===== src/rtl/rv_mem_bus_pkg.sv =====
// Shared types and helpers for the data-side memory bus.
package rv_bus_pkg;

  localparam int unsigned WAIT_W = 4;

  typedef enum logic {IDLE, ACCESS} bus_state_t;

  localparam logic REGION_RAM = 1'b0;
  localparam logic REGION_IO  = 1'b1;

  // IO channel index taken from addr[3 +: clog2(nio)], at least one bit wide.
  function automatic int unsigned io_index(input logic [31:0] addr, input int unsigned nio);
    int unsigned idx_w;
    int unsigned mask;
    idx_w = (nio > 1) ? $clog2(nio) : 1;
    mask  = (32'd1 << idx_w) - 32'd1;
    return (addr >> 3) & mask;
  endfunction

endpackage


===== src/rtl/rv_mem_bus_if.sv =====
// Core/DMemory side handshake bundle of rv_mem_bus.
interface rv_mem_bus_if;
  logic        cpu_req;
  logic [31:0] cpu_addr;
  logic [31:0] cpu_wdata;
  logic [3:0]  cpu_wmask;
  logic [31:0] cpu_rdata;
  logic        cpu_done;
  logic        cpu_busy;
  logic        cpu_err;
  logic [31:0] ram_addr;
  logic [31:0] ram_wdata;
  logic [3:0]  ram_wmask;
  logic [31:0] ram_rdata;

  // The bus block itself.
  modport slave (
    input  cpu_req, cpu_addr, cpu_wdata, cpu_wmask, ram_rdata,
    output cpu_rdata, cpu_done, cpu_busy, cpu_err, ram_addr, ram_wdata, ram_wmask
  );

  // The core plus DMemory surrounding the bus.
  modport master (
    output cpu_req, cpu_addr, cpu_wdata, cpu_wmask, ram_rdata,
    input  cpu_rdata, cpu_done, cpu_busy, cpu_err, ram_addr, ram_wdata, ram_wmask
  );
endinterface


===== src/rtl/rv_mem_bus_io_reg_bank.sv =====
// Memory-mapped IO channels: byte-masked output registers, read mux, bad-index flag.
module io_reg_bank
  import rv_bus_pkg::*;
#(
  parameter int unsigned NUM_IO = 4
) (
  input  logic                 clk,
  input  logic                 reset,
  input  logic                 wr_en,
  input  logic [31:0]          addr,
  input  logic [31:0]          wdata,
  input  logic [3:0]           wmask,
  input  logic [NUM_IO*32-1:0] io_in,
  output logic [NUM_IO*32-1:0] io_out,
  output logic [31:0]          rdata,
  output logic                 bad_idx,
  output logic                 in_sel
);

  logic [31:0] io_q [NUM_IO];
  logic [31:0] io_d [NUM_IO];
  int unsigned idx;

  // Decode channel, flag out-of-range index, and mux read data.
  always_comb begin
    idx     = io_index(addr, NUM_IO);
    bad_idx = (idx >= NUM_IO);
    in_sel  = addr[2];
    rdata   = '0;
    for (int unsigned k = 0; k < NUM_IO; k++) begin
      if (k == idx) begin
        rdata = in_sel ? io_in[32*k +: 32] : io_q[k];
      end
    end
  end

  // Byte-masked update of the selected output register; input words are never written.
  always_comb begin
    for (int unsigned k = 0; k < NUM_IO; k++) begin
      io_d[k] = io_q[k];
    end
    if (wr_en && !bad_idx && !in_sel) begin
      for (int unsigned k = 0; k < NUM_IO; k++) begin
        if (k == idx) begin
          for (int unsigned b = 0; b < 4; b++) begin
            if (wmask[b]) begin
              io_d[k][8*b +: 8] = wdata[8*b +: 8];
            end
          end
        end
      end
    end
  end

  // Output register state.
  always_ff @(posedge clk) begin
    if (reset) begin
      for (int unsigned k = 0; k < NUM_IO; k++) begin
        io_q[k] <= '0;
      end
    end else begin
      io_q <= io_d;
    end
  end

  // Flatten output registers onto the pin bus.
  always_comb begin
    for (int unsigned k = 0; k < NUM_IO; k++) begin
      io_out[32*k +: 32] = io_q[k];
    end
  end

endmodule


===== src/rtl/rv_mem_bus.sv =====
// Multi-cycle data bus: request latch, wait-state FSM, RAM drive and IO channels.
module rv_mem_bus
  import rv_bus_pkg::*;
#(
  parameter int unsigned NUM_IO     = 4,
  parameter int unsigned IO_SEL_BIT = 22,
  parameter int unsigned RAM_WAIT   = 1,
  parameter int unsigned IO_WAIT    = 0
) (
  input  logic                 clk,
  input  logic                 reset,
  rv_mem_bus_if.slave          bus,
  output logic [NUM_IO*32-1:0] io_out,
  input  logic [NUM_IO*32-1:0] io_in
);

  bus_state_t        state_q, state_d;
  logic [WAIT_W-1:0] cnt_q, cnt_d;
  logic [31:0]       addr_q, addr_d;
  logic [31:0]       wdata_q, wdata_d;
  logic [3:0]        wmask_q, wmask_d;
  logic              region_q, region_d;

  logic        done;
  logic        io_wr;
  logic [31:0] io_rdata;
  logic        io_bad;
  logic        io_in_sel;

  // Next-state: accept in IDLE, count wait states down to zero in ACCESS.
  always_comb begin
    state_d  = state_q;
    cnt_d    = cnt_q;
    addr_d   = addr_q;
    wdata_d  = wdata_q;
    wmask_d  = wmask_q;
    region_d = region_q;
    case (state_q)
      IDLE: begin
        if (bus.cpu_req) begin
          addr_d   = {bus.cpu_addr[31:2], 2'b00};
          wdata_d  = bus.cpu_wdata;
          wmask_d  = bus.cpu_wmask;
          region_d = bus.cpu_addr[IO_SEL_BIT];
          cnt_d    = bus.cpu_addr[IO_SEL_BIT] ? WAIT_W'(IO_WAIT) : WAIT_W'(RAM_WAIT);
          state_d  = ACCESS;
        end
      end
      ACCESS: begin
        if (cnt_q != '0) begin
          cnt_d = cnt_q - WAIT_W'(1);
        end else begin
          state_d = IDLE;
        end
      end
      default: state_d = IDLE;
    endcase
  end

  // State and request latches.
  always_ff @(posedge clk) begin
    if (reset) begin
      state_q  <= IDLE;
      cnt_q    <= '0;
      addr_q   <= '0;
      wdata_q  <= '0;
      wmask_q  <= '0;
      region_q <= REGION_RAM;
    end else begin
      state_q  <= state_d;
      cnt_q    <= cnt_d;
      addr_q   <= addr_d;
      wdata_q  <= wdata_d;
      wmask_q  <= wmask_d;
      region_q <= region_d;
    end
  end

  // Completion and bus outputs; done is masked by reset so an abandoned access never commits.
  always_comb begin
    done          = (state_q == ACCESS) && (cnt_q == '0) && !reset;
    io_wr         = done && (region_q == REGION_IO) && (wmask_q != '0);
    bus.cpu_done  = done;
    bus.cpu_busy  = (state_q != IDLE);
    bus.cpu_err   = done && (region_q == REGION_IO) &&
                    (io_bad || (io_in_sel && (wmask_q != '0)));
    bus.cpu_rdata = '0;
    if (done) begin
      bus.cpu_rdata = (region_q == REGION_RAM) ? bus.ram_rdata : io_rdata;
    end
    bus.ram_addr  = '0;
    bus.ram_wdata = '0;
    bus.ram_wmask = '0;
    if ((state_q == ACCESS) && (region_q == REGION_RAM)) begin
      bus.ram_addr  = addr_q;
      bus.ram_wdata = wdata_q;
      bus.ram_wmask = done ? wmask_q : 4'b0000;
    end
  end

  io_reg_bank #(.NUM_IO(NUM_IO)) u_io (
    .clk     (clk),
    .reset   (reset),
    .wr_en   (io_wr),
    .addr    (addr_q),
    .wdata   (wdata_q),
    .wmask   (wmask_q),
    .io_in   (io_in),
    .io_out  (io_out),
    .rdata   (io_rdata),
    .bad_idx (io_bad),
    .in_sel  (io_in_sel)
  );

endmodule


===== src/flat_wrapper.sv =====
// flat-port wrapper written by rule: the top's interface ports become plain ports
module rv_mem_bus_flat import rv_bus_pkg::*;
#(
  parameter int unsigned NUM_IO     = 4,
  parameter int unsigned IO_SEL_BIT = 22,
  parameter int unsigned RAM_WAIT   = 1,
  parameter int unsigned IO_WAIT    = 0
)
  (clk, reset, io_out, io_in, bus_cpu_req, bus_cpu_addr, bus_cpu_wdata, bus_cpu_wmask, bus_ram_rdata, bus_cpu_rdata, bus_cpu_done, bus_cpu_busy, bus_cpu_err, bus_ram_addr, bus_ram_wdata, bus_ram_wmask);
  rv_mem_bus_if bus_i ();
  input  logic clk;
  input  logic reset;
  output logic [NUM_IO*32-1:0] io_out;
  input  logic [NUM_IO*32-1:0] io_in;
  input wire logic [$bits(bus_i.cpu_req)-1:0] bus_cpu_req;
  input wire logic [$bits(bus_i.cpu_addr)-1:0] bus_cpu_addr;
  input wire logic [$bits(bus_i.cpu_wdata)-1:0] bus_cpu_wdata;
  input wire logic [$bits(bus_i.cpu_wmask)-1:0] bus_cpu_wmask;
  input wire logic [$bits(bus_i.ram_rdata)-1:0] bus_ram_rdata;
  output wire logic [$bits(bus_i.cpu_rdata)-1:0] bus_cpu_rdata;
  output wire logic [$bits(bus_i.cpu_done)-1:0] bus_cpu_done;
  output wire logic [$bits(bus_i.cpu_busy)-1:0] bus_cpu_busy;
  output wire logic [$bits(bus_i.cpu_err)-1:0] bus_cpu_err;
  output wire logic [$bits(bus_i.ram_addr)-1:0] bus_ram_addr;
  output wire logic [$bits(bus_i.ram_wdata)-1:0] bus_ram_wdata;
  output wire logic [$bits(bus_i.ram_wmask)-1:0] bus_ram_wmask;
  assign bus_i.cpu_req = bus_cpu_req;
  assign bus_i.cpu_addr = bus_cpu_addr;
  assign bus_i.cpu_wdata = bus_cpu_wdata;
  assign bus_i.cpu_wmask = bus_cpu_wmask;
  assign bus_i.ram_rdata = bus_ram_rdata;
  assign bus_cpu_rdata = bus_i.cpu_rdata;
  assign bus_cpu_done = bus_i.cpu_done;
  assign bus_cpu_busy = bus_i.cpu_busy;
  assign bus_cpu_err = bus_i.cpu_err;
  assign bus_ram_addr = bus_i.ram_addr;
  assign bus_ram_wdata = bus_i.ram_wdata;
  assign bus_ram_wmask = bus_i.ram_wmask;
  rv_mem_bus #(.NUM_IO(NUM_IO), .IO_SEL_BIT(IO_SEL_BIT), .RAM_WAIT(RAM_WAIT), .IO_WAIT(IO_WAIT)) u_core (.clk(clk), .reset(reset), .bus(bus_i), .io_out(io_out), .io_in(io_in));
endmodule

===== config.mk =====
export PLATFORM = sky130hd
export DESIGN_NAME = rv_mem_bus_flat
export DESIGN_NICKNAME = d
export VERILOG_FILES = /design/src/rtl/rv_mem_bus_pkg.sv /design/src/rtl/rv_mem_bus_if.sv /design/src/rtl/rv_mem_bus_io_reg_bank.sv /design/src/rtl/rv_mem_bus.sv /design/src/flat_wrapper.sv
export SDC_FILE = /design/constraint.sdc
export NUM_CORES = 1
export LEC_CHECK = 0
export BUFFER_PORTS_ARGS = -buffer_cell sky130_fd_sc_hd__buf_2
export CAP_MARGIN = 5
export CORE_AREA = 2 2 182 184
export CTS_BUF_LIST = sky130_fd_sc_hd__clkbuf_8
export CTS_CLUSTER_SIZE = 25
export DETAILED_ROUTE_END_ITERATION = 16
export DIE_AREA = 0 0 184 186
export SLEW_MARGIN = 20
export SYNTH_ARGS = -nofsm -noshare
export SYNTH_HDL_FRONTEND = slang
export SYNTH_SLANG_ARGS = --single-unit

===== constraint.sdc =====
create_clock -name clk -period 2.11 [get_ports clk]
set_input_delay 0.1055 -clock clk [delete_from_list [all_inputs] [get_ports clk]]
set_output_delay 0.1055 -clock clk [all_outputs]
set_load 0.005 [all_outputs]

# After elaboration in Yosys (flattened, before gate mapping)
# Cells that the tools add are included.
op_classes:
  n_addsub: 1
  n_lt_le_gt_ge: 1
  n_eq_ne: 5
  muxes: 21
  bitwise_logic: 2
  n_reduce_logical: 35
op_table:
  columns: ["operator", "n"]
  rows:
  - ["$mux W32", 12]
  - ["$reduce_and A3 Y1", 16]
  - ["$logic_not A32 Y1", 1]
  - ["$mux W4", 4]
  - ["$logic_and A1 B1 Y1", 9]
  - ["$pmux W4 S2", 1]
  - ["$reduce_bool A4 Y1", 2]
  - ["$eq A2 B2 Y1 const A", 2]
  - ["$logic_not A4 Y1", 1]
  - ["$ne A2 B2 Y1 const B", 2]
  - ["$reduce_and A2 Y1", 2]
  - ["$sub A4 B1 Y4 const B", 1]
  - ["$ge A2 B3 Y1 const B", 1]
  - ["$logic_not A1 Y1", 3]
  - ["$mux W1", 3]
  - ["$eq A1 B2 Y1 const A", 1]
  - ["$not A1 Y1", 2]
  - ["$pmux W1 S2", 1]
  - ["$logic_or A1 B1 Y1", 1]
totals:
  register_bits: 200
  input_bits: 231
  output_inout_bits: 231
  wordCells: 87

# Depth between registers and ports, before layout
# Gate-level depths: netlist (run 1).
depth:
  word_depth: 8
  depth_mapped: 9
  depth_no_buf: 7

# Cells and area by module
# A second synthesis (run 1) with hierarchy kept.
hier_totals:
  cells_unflattened: 1230
  area_unflattened_um2: 10408.7
modules_own_cells:
  columns: ["mod", "n_inst", "cells_per_inst", "area_per_inst_um2", "seq_area_each_um2"]
  rows:
  - ["io_reg_bank", 1, 759, 6925.4, 2562.5]
  - ["rv_mem_bus", 1, 471, 3483.3, 1421.4]

# Worst setup path before layout (run 1)
# OpenSTA, ideal clock, no wires.
synth_timing:
  path_type: "register -> register"
  from: "reg u_core.cnt_q[0]"
  to: "reg u_core.u_io.io_q, in the netlist u_core.u_io.io_out[56]"
  setup_time_ns: 0.128
  arrival_time_ns: 1.891
  required_time_ns: 1.982
  path_slack_ns: 0.092
  stages_incl_launch_ff: 9
  path_buffers: 2
  synth_period_minus_slack_ns: 2.018
  cell_sequence: "dfxtp_1 inv_1 ha_1 or3b_1 buf_6 or4_1 buf_2 mux2i_1 nor2_1"
synth_via:
  elab_chain_cells: 8
synth_lines:
  columns: ["item", "line_no", "rtl"]
  rows:
  - ["from (decl)", "rv_mem_bus.sv:18", "logic [WAIT_W-1:0] cnt_q, cnt_d;"]
  - ["from (signal assigned)", "rv_mem_bus.sv:71", "cnt_q <= cnt_d;"]
  - ["$logic_not A4 Y1", "rv_mem_bus.sv:81", "done = (state_q == ACCESS) && (cnt_q == '0) && !reset;"]
  - ["$logic_and A1 B1 Y1 (2 in series)", "rv_mem_bus.sv:81", null]
  - ["$logic_and A1 B1 Y1 (2 in series)", "rv_mem_bus.sv:82", "io_wr = done && (region_q == REGION_IO) && (wmask_q != '0);"]
  - ["$logic_and A1 B1 Y1 (2 in series)", "rv_mem_bus_io_reg_bank.sv:42", "if (wr_en && !bad_idx && !in_sel) begin"]
  - ["$reduce_and A3 Y1 (no source line)", null, null]
  - ["to (signal assigned)", "rv_mem_bus_io_reg_bank.sv:62", "io_q <= io_d;"]
  - ["to (decl)", "rv_mem_bus_io_reg_bank.sv:20", "logic [31:0] io_q [NUM_IO];"]
# Every way passes these cells.
# A chain may end at the register's enable or synchronous reset.

# Worst setup path after layout (run 1)
layout_timing:
  from: "reg u_core.cnt_q[1]"
  to: "out bus_cpu_rdata[16]"
layout_via:
  elab_chain_cells: 4
layout_lines:
  columns: ["item", "line_no", "rtl"]
  rows:
  - ["$logic_not A4 Y1", "rv_mem_bus.sv:81", null]
  - ["$logic_and A1 B1 Y1 (2 in series)", "rv_mem_bus.sv:81", null]
  - ["$mux W32", "rv_mem_bus.sv:88", "if (done) begin"]
  - ["to (decl)", "flat_wrapper.sv:20", "output wire logic [$bits(bus_i.cpu_rdata)-1:0] bus_cpu_rdata;"]
# Every way passes these cells.

==> impl_metrics.py, run 1 <==
metrics = {
    "die": {
        "io_pins": 462,
        "coreArea_sq_um": 32200,
        "std_cell_rows": 66,
        "fp.dieW_um": 184,
        "die_h_um": 186,
        "start_util": 0.304,
        "dieArea_sq_um": 34200,
    },
    "drt": {
        "post_drt_wl_per_cell_um": 20.7,
        "vias_per_cell": 5.03,
        "ant_nets": 0,
        "wl_um": 42000,
        "dr.first_iter.drc_count": 628,
        "vias": 10210,
        "remaining_drc_errors": 0,
        "first_pass_iters": 5,
    },
    "worst_setup_path": {
        "start_kind": "flip-flop",
        "critical_path_class": "flip-flop to primary output",
        "cpLargestDelayFamily": "simple AND/OR/NAND/NOR gates",
        "slowest_stage": "or3b_4",
        "crit_buf_inv": 4,
        "crit_path_max_incr_delay_ps": 370,
        "endpoint_kind": "primary output",
        "worstPathArrival_ps": 2240,
        "required_ps": 2000,
        "crit_fanout": 7,
        "cp_cell_sequence": "inv_2, ha_4, or3b_4, or2_4, inv_4, buf_6, nand3b_1, o21ai_2, buf_2",
    },
    "min_path": {
        "hold_class": "primary input to flip-flop",
    },
    "placement": {
        "dp_slack_ps": 36.2,
        "gp_congestion": 0.929,
        "dpl.hpwl_um": 29500,
        "io_buffers": 456,
    },
    "pwr": {
        "seqPwrFrac": 0.495,
        "share_comb_of_total_power": 0.188,
        "vdd_drop_max_uv": 355,
        "cellPowerDensity_nw_per_um2": 541,
        "power_switching_w": 0.00250,
        "power_frac_clock": 0.317,
        "leakage_nw": 7.21,
        "switching_share": 0.313,
        "internal_power_w": 0.00549,
    },
    "yosys": {
        "synth_edf_count": 0,
        "synth.most_common_cell": "dfxtp_1",
        "synth_common_cells": "199 x dfxtp_1, 158 x nor2_1, 144 x nand2_1, 139 x mux2i_1, 72 x a21oi_1",
        "synth_flop_cell": "dfxtp_1",
        "synth_area_sq_um": 9800,
        "seq_area_frac_synth": 0.406,
        "synth_top_area_share": 0.406,
        "async_flop_share": 0,
        "syn_inst": 1061,
        "ys_ff_latch": 199,
        "avgSynthCellArea_sq_um": 9.24,
        "synth_top_area_cell": "dfxtp_1",
        "yosysWarnings": 0,
        "yosysUniqueCellTypes": 50,
        "synthTopCellsByArea": "dfxtp_1 41%, mux2i_1 14%, mux4_2 12%",
    },
    "global_routing": {
        "grt-ovfl-total": 0,
        "top_usage_layer": "met2",
        "met2_usage": 0.413,
        "grt_pass1_vias": 9850,
        "grt_pass1_wl_um": 60100,
        "grt_util_met3": 0.0565,
        "met1_usage": 0.292,
        "antenna_found_initial": 1,
        "grt_use_total": 0.235,
        "grt_max_degree": 98,
    },
    "timing": {
        "slew_headroom": 0.621,
        "skew_ps": 15.5,
        "worst_slack_ps": -238,
        "setup_violations": 46,
        "worst_pin_slew_ps": 569,
        "final_hold_viol_count": 0,
        "fin_crit_sh": 1.11,
        "rsz0062_at_grt": "yes",
        "fmaxAchievable_ghz": 0.426,
        "final_max_slew_viol_count": 0,
        "period_needed_ps": 2350,
    },
    "cells_and_area": {
        "nets": 1840,
        "area.growth.synth_to_final_pct": 50.7,
        "fin_util": 0.459,
        "drive_above_1_share": 0.428,
        "fillers": 3082,
    },
    "clock_tree": {
        "cts_tree": "built",
        "path_clk_slew_ps": 120,
        "cts.path.max_buffers": 2,
        "cts_buffers": 17,
        "root_buffer": "clkbuf_8",
        "clkLatencyLatePin_ps": 480,
        "ctsHtreeMaxLevel": 4,
        "clkSinkCount": 199,
    },
    "outcome": {
        "violations": "setup timing",
        "status": "complete, but fails checks",
    },
    "run": {
        "cap_viol_max_count": 0,
    },
}
[layout by cell type (no fill, tap or decap), types with 4 or more instances in the layout]
cell / n
a21oi_1: 69
and2_1: 61
and3_1: 4
and4_1: 4
buf_12: 11
buf_16: 4
buf_2: 453
buf_4: 55
buf_6: 12
clkbuf_8: 17
dfxtp_1: 193
dlygate4sd3_1: 81
inv_8: 5
mux2_2: 6
mux2i_1: 137
mux4_2: 54
nand2_1: 144
nand2b_1: 7
nand3_1: 4
nand4_1: 10
nor2_1: 158
nor3_1: 7
nor3_2: 9
nor3_4: 12
o22ai_1: 20
o22ai_2: 6
[registers in the layout, summed over array words and instances, names as in the netlist]
| signal | count |
|---|---|
| u_core.u_io.io_out | 128 |
| u_core.addr_q | 30 |
| u_core.bus.cpu_busy | 1 |
| u_core.wmask_q | 4 |
| u_core.cnt_q | 4 |
| u_core.wdata_q | 32 |
[routing by layer]
| layer | part of all wire | up-vias |
|---|---|---|
| met1 | 0.41 | 4994 |
| met2 | 0.50 | 407 |
| met4 | 0.013 | 0 |
| met5 | 0 | - |
| li1 | - | 4784 |
| met3 | 0.078 | 25 |
[power groups by stage]
| stage | Sequential [W] | Clock [W] | Combinational [W] |
|---|---|---|---|
| after floorplan | 0.00398 | 0 | 0.000626 |
| after global placement | 0.00404 | 0 | 0.00115 |
| after detailed placement | 0.00404 | 0 | 0.00116 |
| after CTS | 0.00396 | 0.00261 | 0.00144 |
| after global routing | 0.00397 | 0.00276 | 0.00162 |
| final | 0.00396 | 0.00253 | 0.00150 |
[logic make-up (layout without fill, tap and decap cells)]
logic type | count (synthesis) | count (layout) | synth area share
compound gates | 116 | 116 | 0.0679
flops | 199 | 199 | 0.406
buf+inv | 100 | 658 | 0.0430
other cells | 1 | 4 | 0.000382
simple gates | 445 | 445 | 0.208
fa+ha+maj | 1 | 1 | 0.00128
mux | 199 | 199 | 0.273
[layout make-up]
class                   instances  area, sq um  area share
clock inverters                15          158      0.0107
inverters                       5         21.3     0.00144
diodes                          1         2.50    0.000169
flip-flops and latches        199         4000       0.271
multi-input cells             764         5770       0.391
well taps                     408          510      0.0345
repair buffers                621         4080       0.276
clock buffers                  17          234      0.0158
[path summary, 6_finish.rpt]
kind                      from                     end  slack, ps  cells past startpoint
max            u_core.cnt_q[1]       bus_cpu_rdata[16]       -240                      9
min                bus_cpu_req         u_core.cnt_q[0]        110                      4
max reg2reg    u_core.cnt_q[1]  u_core.u_io.io_out[29]        -70                      9
min reg2reg  u_core.addr_q[10]       u_core.addr_q[10]        460                      2
[metrics by stage]
| stage | setup TNS (ps) | cell area (sq um) | hold WS, ps | total power, W | std cells |
|---|---|---|---|---|---|
| 2_1_floorplan | 0 | 9810 | 241 | 0.00461 | 1063 |
| 3_3_place_gp | 0 | 12800 | 344 | 0.00519 | 1889 |
| 3_5_place_dp | 0 | 12800 | 349 | 0.00520 | 1889 |
| 4_1_cts | -7370 | 14600 | 44.6 | 0.00800 | 2020 |
| 5_1_grt | -11770 | 14800 | 61.3 | 0.00835 | 2030 |
| 6_report | -7010 | 14800 | 109 | 0.00799 | 2030 |
[worst register-to-register path, stage by stage, from the launching register on]
cell     delay, ps
dfxtp_2        350
inv_2           70
ha_4           130
or3b_4         370
buf_4          140
buf_6          110
or4b_4         540
buf_12         160
mux2i_2        170
nor2_1          50
[what timing repair did]
item,4_1_cts,5_1_grt
hold endpoints to repair,72,0
pin swaps,24,4
cloned,6,1
gates resized for setup,66,29
buffers inserted,12,9
hold buffers,81,0
setup endpoints to repair,38,108
No activity file was read; power rests on OpenSTA's default activity.
==> inputs of run 2 (changes only) <==
--- a/config.mk
+++ b/config.mk
@@ -14,2 +14,3 @@
 export DIE_AREA = 0 0 184 186
+export MAX_ROUTING_LAYER = met4
 export SLEW_MARGIN = 20
==> constraint.sdc (replaced) <==
create_clock -name clk -period 2.11 [get_ports clk]
set_input_delay 0.211 -clock clk [delete_from_list [all_inputs] [get_ports clk]]
set_output_delay 0.211 -clock clk [all_outputs]
set_load 0.005 [all_outputs]
==> run 2 against run 1 <==
Global-route usage up 0.47 points. Sequential cell count unchanged. Clock skew increased by 2.5 ps. Sequential share of layout area increased by 0.41 points. Die area stayed put. The flow still finishes with violations (setup timing). Highest routed layer unchanged. Largest cell class unchanged. Non-clock buffer count down 13. Critical path type unchanged. Utilization shrank 0.66 points.
==> impl_metrics.py, run 2 (synthesis gave the netlist of run 1 again) <==
metrics = {
    "global_routing": {
        "grt_use_total": 0.239,
        "grt_pass1_vias": 9748,
        "grt_max_degree": 198,
        "grt_pass1_wl_um": 59200,
        "antenna_found_initial": 2,
        "grt-ovfl-total": 0,
    },
    "worst_setup_path": {
        "critical_path_class": "flip-flop to primary output",
        "required_ps": 1900,
        "crit_fanout": 6,
        "start_kind": "flip-flop",
        "endpoint_kind": "primary output",
        "worstPathArrival_ps": 2310,
        "r2r_start": "u_core.cnt_q[1]",
        "crit_start": "u_core.cnt_q[1]",
    },
    "timing": {
        "setup_violations": 54,
        "worst_pin_slew_ps": 954,
        "fmaxAchievable_ghz": 0.396,
        "rsz0062_at_grt": "yes",
        "period_needed_ps": 2520,
        "finalSetupTns_ps": -15190,
        "worst_slack_ps": -414,
        "skew_ps": 18.0,
        "fin_crit_sh": 1.20,
        "final_hold_viol_count": 0,
        "final_max_slew_viol_count": 0,
        "finalHoldWorstSlack_ps": 196,
        "slew_headroom": 0.364,
    },
    "cells_and_area": {
        "fin_util": 0.452,
        "final_cell_mix": "453 x buf_2, 192 x dfxtp_1, 158 x nor2_1",
        "drive_above_1_share": 0.429,
        "final_common_cell": "buf_2",
        "largest_reg_flops": 128,
        "fillers": 3138,
        "multi_input_area_sq_um": 5670,
        "final-seq-area_sq_um": 4000,
        "area.growth.synth_to_final_pct": 48.5,
        "nets": 1827,
    },
    "drt": {
        "vias_per_cell": 5.04,
        "dr.first_iter.drc_count": 583,
        "vias": 10169,
        "post_drt_wl_per_cell_um": 20.8,
        "wl_um": 42000,
        "ant_nets": 0,
        "remaining_drc_errors": 0,
        "first_pass_iters": 4,
    },
    "clock_tree": {
        "cts_buffers": 17,
        "root_buffer": "clkbuf_8",
        "ctsHtreeMaxLevel": 4,
        "clkLatencyLatePin_ps": 490,
        "cts_tree": "built",
        "clkSinkCount": 199,
        "path_clk_slew_ps": 120,
        "cts.path.max_buffers": 2,
    },
    "outcome": {
        "status": "complete, but fails checks",
        "violations": "setup timing",
    },
    "die": {
        "std_cell_rows": 66,
        "die_h_um": 186,
        "coreArea_sq_um": 32200,
        "dieArea_sq_um": 34200,
        "io_pins": 462,
        "start_util": 0.304,
        "fp.dieW_um": 184,
    },
    "placement": {
        "io_buffers": 456,
        "dpl.hpwl_um": 29800,
        "gp_congestion": 0.947,
    },
    "pwr": {
        "vdd_drop_max_uv": 429,
        "cellPowerDensity_nw_per_um2": 560,
        "leakage_nw": 7.14,
    },
    "min_path": {
        "hold_start": "bus_cpu_req",
        "hold_class": "primary input to flip-flop",
    },
    "run": {
        "cap_viol_max_count": 0,
    },
}
[run 2: critical path: stages, from the launching register on]
cell and delay, ps:
dfxtp_2 350, inv_2 70, ha_4 130, or3b_4 380
or2_4 320, buf_12 170, nor3b_2 160, a31o_2 130
buf_2 110
[run 2: what timing repair did]
| item | CTS | global route |
|---|---|---|
| hold buffers | 67 | 0 |
| buffers inserted | 11 | 7 |
| gates cloned | 3 | 1 |
| gates resized for setup | 50 | 24 |
| endpoints found under the setup margin | 112 | 113 |
| hold endpoints to repair | 67 | 0 |
| pin swaps | 19 | 6 |
[run 2: report_power, final]
| group | switching, W | internal, W |
|---|---|---|
| logic | 0.000719 | 0.000723 |
| clock network | 0.00161 | 0.00113 |
| registers | 0.000125 | 0.00384 |
| total | 0.00246 | 0.00570 |
[run 2: worst paths after layout]
check | end | slack [ps] | depth (start not counted)
hold reg to reg | u_core.addr_q[7] | 460 | 2
hold / removal | u_core.cnt_q[0] | 200 | 4
setup / recovery | bus_cpu_rdata[29] | -410 | 8
setup reg to reg | u_core.u_io.io_out[60] | -150 | 9
[run 2: layout make-up]
| type | instances | area share |
|---|---|---|
| inverter | 5 | 0.00146 |
| antenna | 3 | 0.000516 |
| multi-input combinational | 764 | 0.390 |
| clock inverter | 15 | 0.0142 |
| timing repair buffer | 608 | 0.268 |
| sequential | 199 | 0.275 |
| tap | 408 | 0.0351 |
| clock buffer | 17 | 0.0161 |
[run 2: through the flow]
stage / std cells / total power (W) / setup WS [ps] / cell area (sq um)
after floorplan: 1063 / 0.00461 / 91.6 / 9810
after global placement: 1896 / 0.00521 / -11.7 / 12900
after detailed placement: 1896 / 0.00522 / -53.4 / 12900
after CTS: 2009 / 0.00818 / -398 / 14400
after global routing: 2018 / 0.00849 / -530 / 14600
final: 2019 / 0.00815 / -414 / 14600
[run 2: metal layers]
layer | up-vias | GRT usage | part of all wire
li1 | 4768 | - | -
met4 | 0 | 0.0848 | 0.027
met3 | 55 | 0.0548 | 0.065
met1 | 4947 | 0.284 | 0.42
met5 | - | - | 0
met2 | 399 | 0.400 | 0.49
==> inputs of run 3 (changes only) <==
GPL_ROUTABILITY_DRIVEN = 0   (was unset)
GPL_TIMING_DRIVEN = 0   (was unset)
==> run 3 against run 2 <==
Register-to-register slack got worse by 50 ps. Highest routed layer unchanged. Count of clock-buffer cells in the layout did not move. The run still ends with setup timing left. Largest cell class unchanged. Sequential power about the same. Non-clock buffer count increased by 34. Clock power is essentially flat. Utilization about the same. Clock skew grew 7.6 ps. First-iteration DRC count down 5.3%.
==> impl_metrics.py, run 3 (synthesis gave the netlist of run 1 again) <==
metrics = {
    "timing": {
        "slew_headroom": 0.359,
        "rsz0062_at_grt": "yes",
        "period_needed_ps": 2540,
        "finalHoldWorstSlack_ps": 59.5,
        "skew_ps": 25.7,
        "fin_crit_sh": 1.20,
        "final_hold_viol_count": 0,
        "setup_violations": 62,
        "fmaxAchievable_ghz": 0.393,
        "final_max_slew_viol_count": 0,
        "worst_pin_slew_ps": 962,
        "worst_slack_ps": -433,
    },
    "clock_tree": {
        "path_clk_slew_ps": 120,
        "cts.path.max_buffers": 2,
        "clkLatencyLatePin_ps": 490,
        "clkSinkCount": 199,
        "root_buffer": "clkbuf_8",
        "cts_tree": "built",
        "cts_buffers": 17,
        "ctsHtreeMaxLevel": 4,
    },
    "cells_and_area": {
        "fin_util": 0.452,
        "nets": 1861,
        "largest_reg_flops": 128,
        "fillers": 3245,
        "area.growth.synth_to_final_pct": 48.6,
        "final_common_cell": "buf_2",
        "stdcell_count": 2052,
        "drive_above_1_share": 0.413,
        "final_cell_mix": "454 x buf_2, 195 x dfxtp_1, 157 x nor2_1",
    },
    "placement": {
        "io_buffers": 456,
        "place_inst": 1927,
        "dpl.hpwl_um": 35700,
    },
    "pwr": {
        "power_w": 0.00824,
        "vdd_drop_max_uv": 486,
        "cellPowerDensity_nw_per_um2": 565,
        "leakage_nw": 7.11,
    },
    "worst_setup_path": {
        "endpoint_kind": "primary output",
        "required_ps": 1900,
        "cp_cell_sequence": "inv_2, ha_4, or3b_4, or2_4, inv_4, buf_8, nand4_1, nand2_1, buf_2",
        "crit_path_max_incr_delay_ps": 380,
        "critical_path_class": "flip-flop to primary output",
        "crit_fanout": 6,
        "start_kind": "flip-flop",
        "worstPathArrival_ps": 2330,
        "slowest_stage": "or3b_4",
    },
    "die": {
        "die_h_um": 186,
        "io_pins": 462,
        "fp.dieW_um": 184,
        "dieArea_sq_um": 34200,
        "start_util": 0.304,
        "coreArea_sq_um": 32200,
        "std_cell_rows": 66,
    },
    "drt": {
        "vias": 10378,
        "dr.first_iter.drc_count": 552,
        "ant_nets": 0,
        "remaining_drc_errors": 0,
        "vias_per_cell": 5.06,
        "post_drt_wl_per_cell_um": 23.4,
        "first_pass_iters": 6,
        "wl_um": 48000,
    },
    "run": {
        "cap_viol_max_count": 0,
    },
    "min_path": {
        "hold_class": "primary input to flip-flop",
    },
    "global_routing": {
        "grt-ovfl-total": 0,
        "antenna_found_initial": 2,
        "grt_pass1_vias": 10133,
        "grt_use_total": 0.278,
        "grt_pass1_wl_um": 66300,
        "grt_max_degree": 21,
    },
    "outcome": {
        "status": "complete, but fails checks",
        "violations": "setup timing",
    },
}
==> run 3: changes by cell type in the layout (fill, tap and decap cells not counted), sizes merged <==
cell / before / now
clkinvlp: 2 / 0
clkbuf: 18 / 73
dlygate4sd3: 67 / 64
diode: 3 / 2
buf: 540 / 522
clkinv: 3 / 5
==> run 3: metrics by stage <==
step / setup WS (ps) / instance area, sq um / TNS [ps]
after detailed placement: -1190 / 12600 / -113330
after global placement: -1200 / 12600 / -110900
after floorplan: 91.6 / 9810 / 0
after global routing: -537 / 14600 / -22460
final: -433 / 14600 / -15920
after CTS: -505 / 14400 / -17100
==> run 3: path summary, 6_finish.rpt <==
| kind | from | end | slack, ps | cells after the start |
|---|---|---|---|---|
| worst max-delay path | u_core.cnt_q[0] | bus_cpu_rdata[31] | -430 | 9 |
| worst min-delay path | bus_cpu_wmask[1] | u_core.wmask_q[1] | 60 | 3 |
| worst max register to register | u_core.cnt_q[0] | u_core.u_io.io_out[26] | -200 | 10 |
| worst min register to register | u_core.addr_q[10] | u_core.addr_q[10] | 460 | 2 |
==> run 3: timing repair <==
action                                  4_1_cts  5_1_grt
pin swaps                                    19        8
hold buffers                                 64        0
buffers inserted                             22       11
endpoints found under the setup margin      232      152
endpoints found under the hold margin        64        0
gates resized for setup                     151       41
gates cloned                                  0        1
==> run 3: final cells by class <==
cell class,count,area [sq um],area share
clock inverters,15,204,0.0140
clock buffers,17,234,0.0161
repair buffers,553,3250,0.223
multi-input cells,764,5660,0.388
flip-flops and latches,199,3990,0.274
well taps,408,510,0.0350
diodes,2,5.00,0.000344
inverters,5,21.3,0.00146
plain buffers,89,692,0.0475
==> run 3: per-layer routing <==
metal  vias to the layer above  routed length, um  track usage  part of all wire
li1                       4838                  -            -                 -
met1                      5053              20000        0.330              0.42
met2                       431              23500        0.469              0.49
met3                        56               3240       0.0636             0.068
met4                         0               1240       0.0899             0.026
met5                         -                  0            -                 0
==> run 3: critical path, delay by kind of cell, from the launching register on <==
kind | cells | cell delay, ps
adder cells (fa/ha/maj) | 1 | 130
buffers and inverters | 4 | 380
flip-flops | 1 | 350
AND/OR/NAND/NOR | 4 | 990
==> run 3: power breakdown <==
group	total [W]	leakage, nW	switching [W]	internal (W)
Sequential	0.00395	1.62	0.000109	0.00384
Combinational	0.00155	5.27	0.000823	0.000725
Clock	0.00274	0.220	0.00161	0.00113
Total	0.00824	7.11	0.00254	0.00570
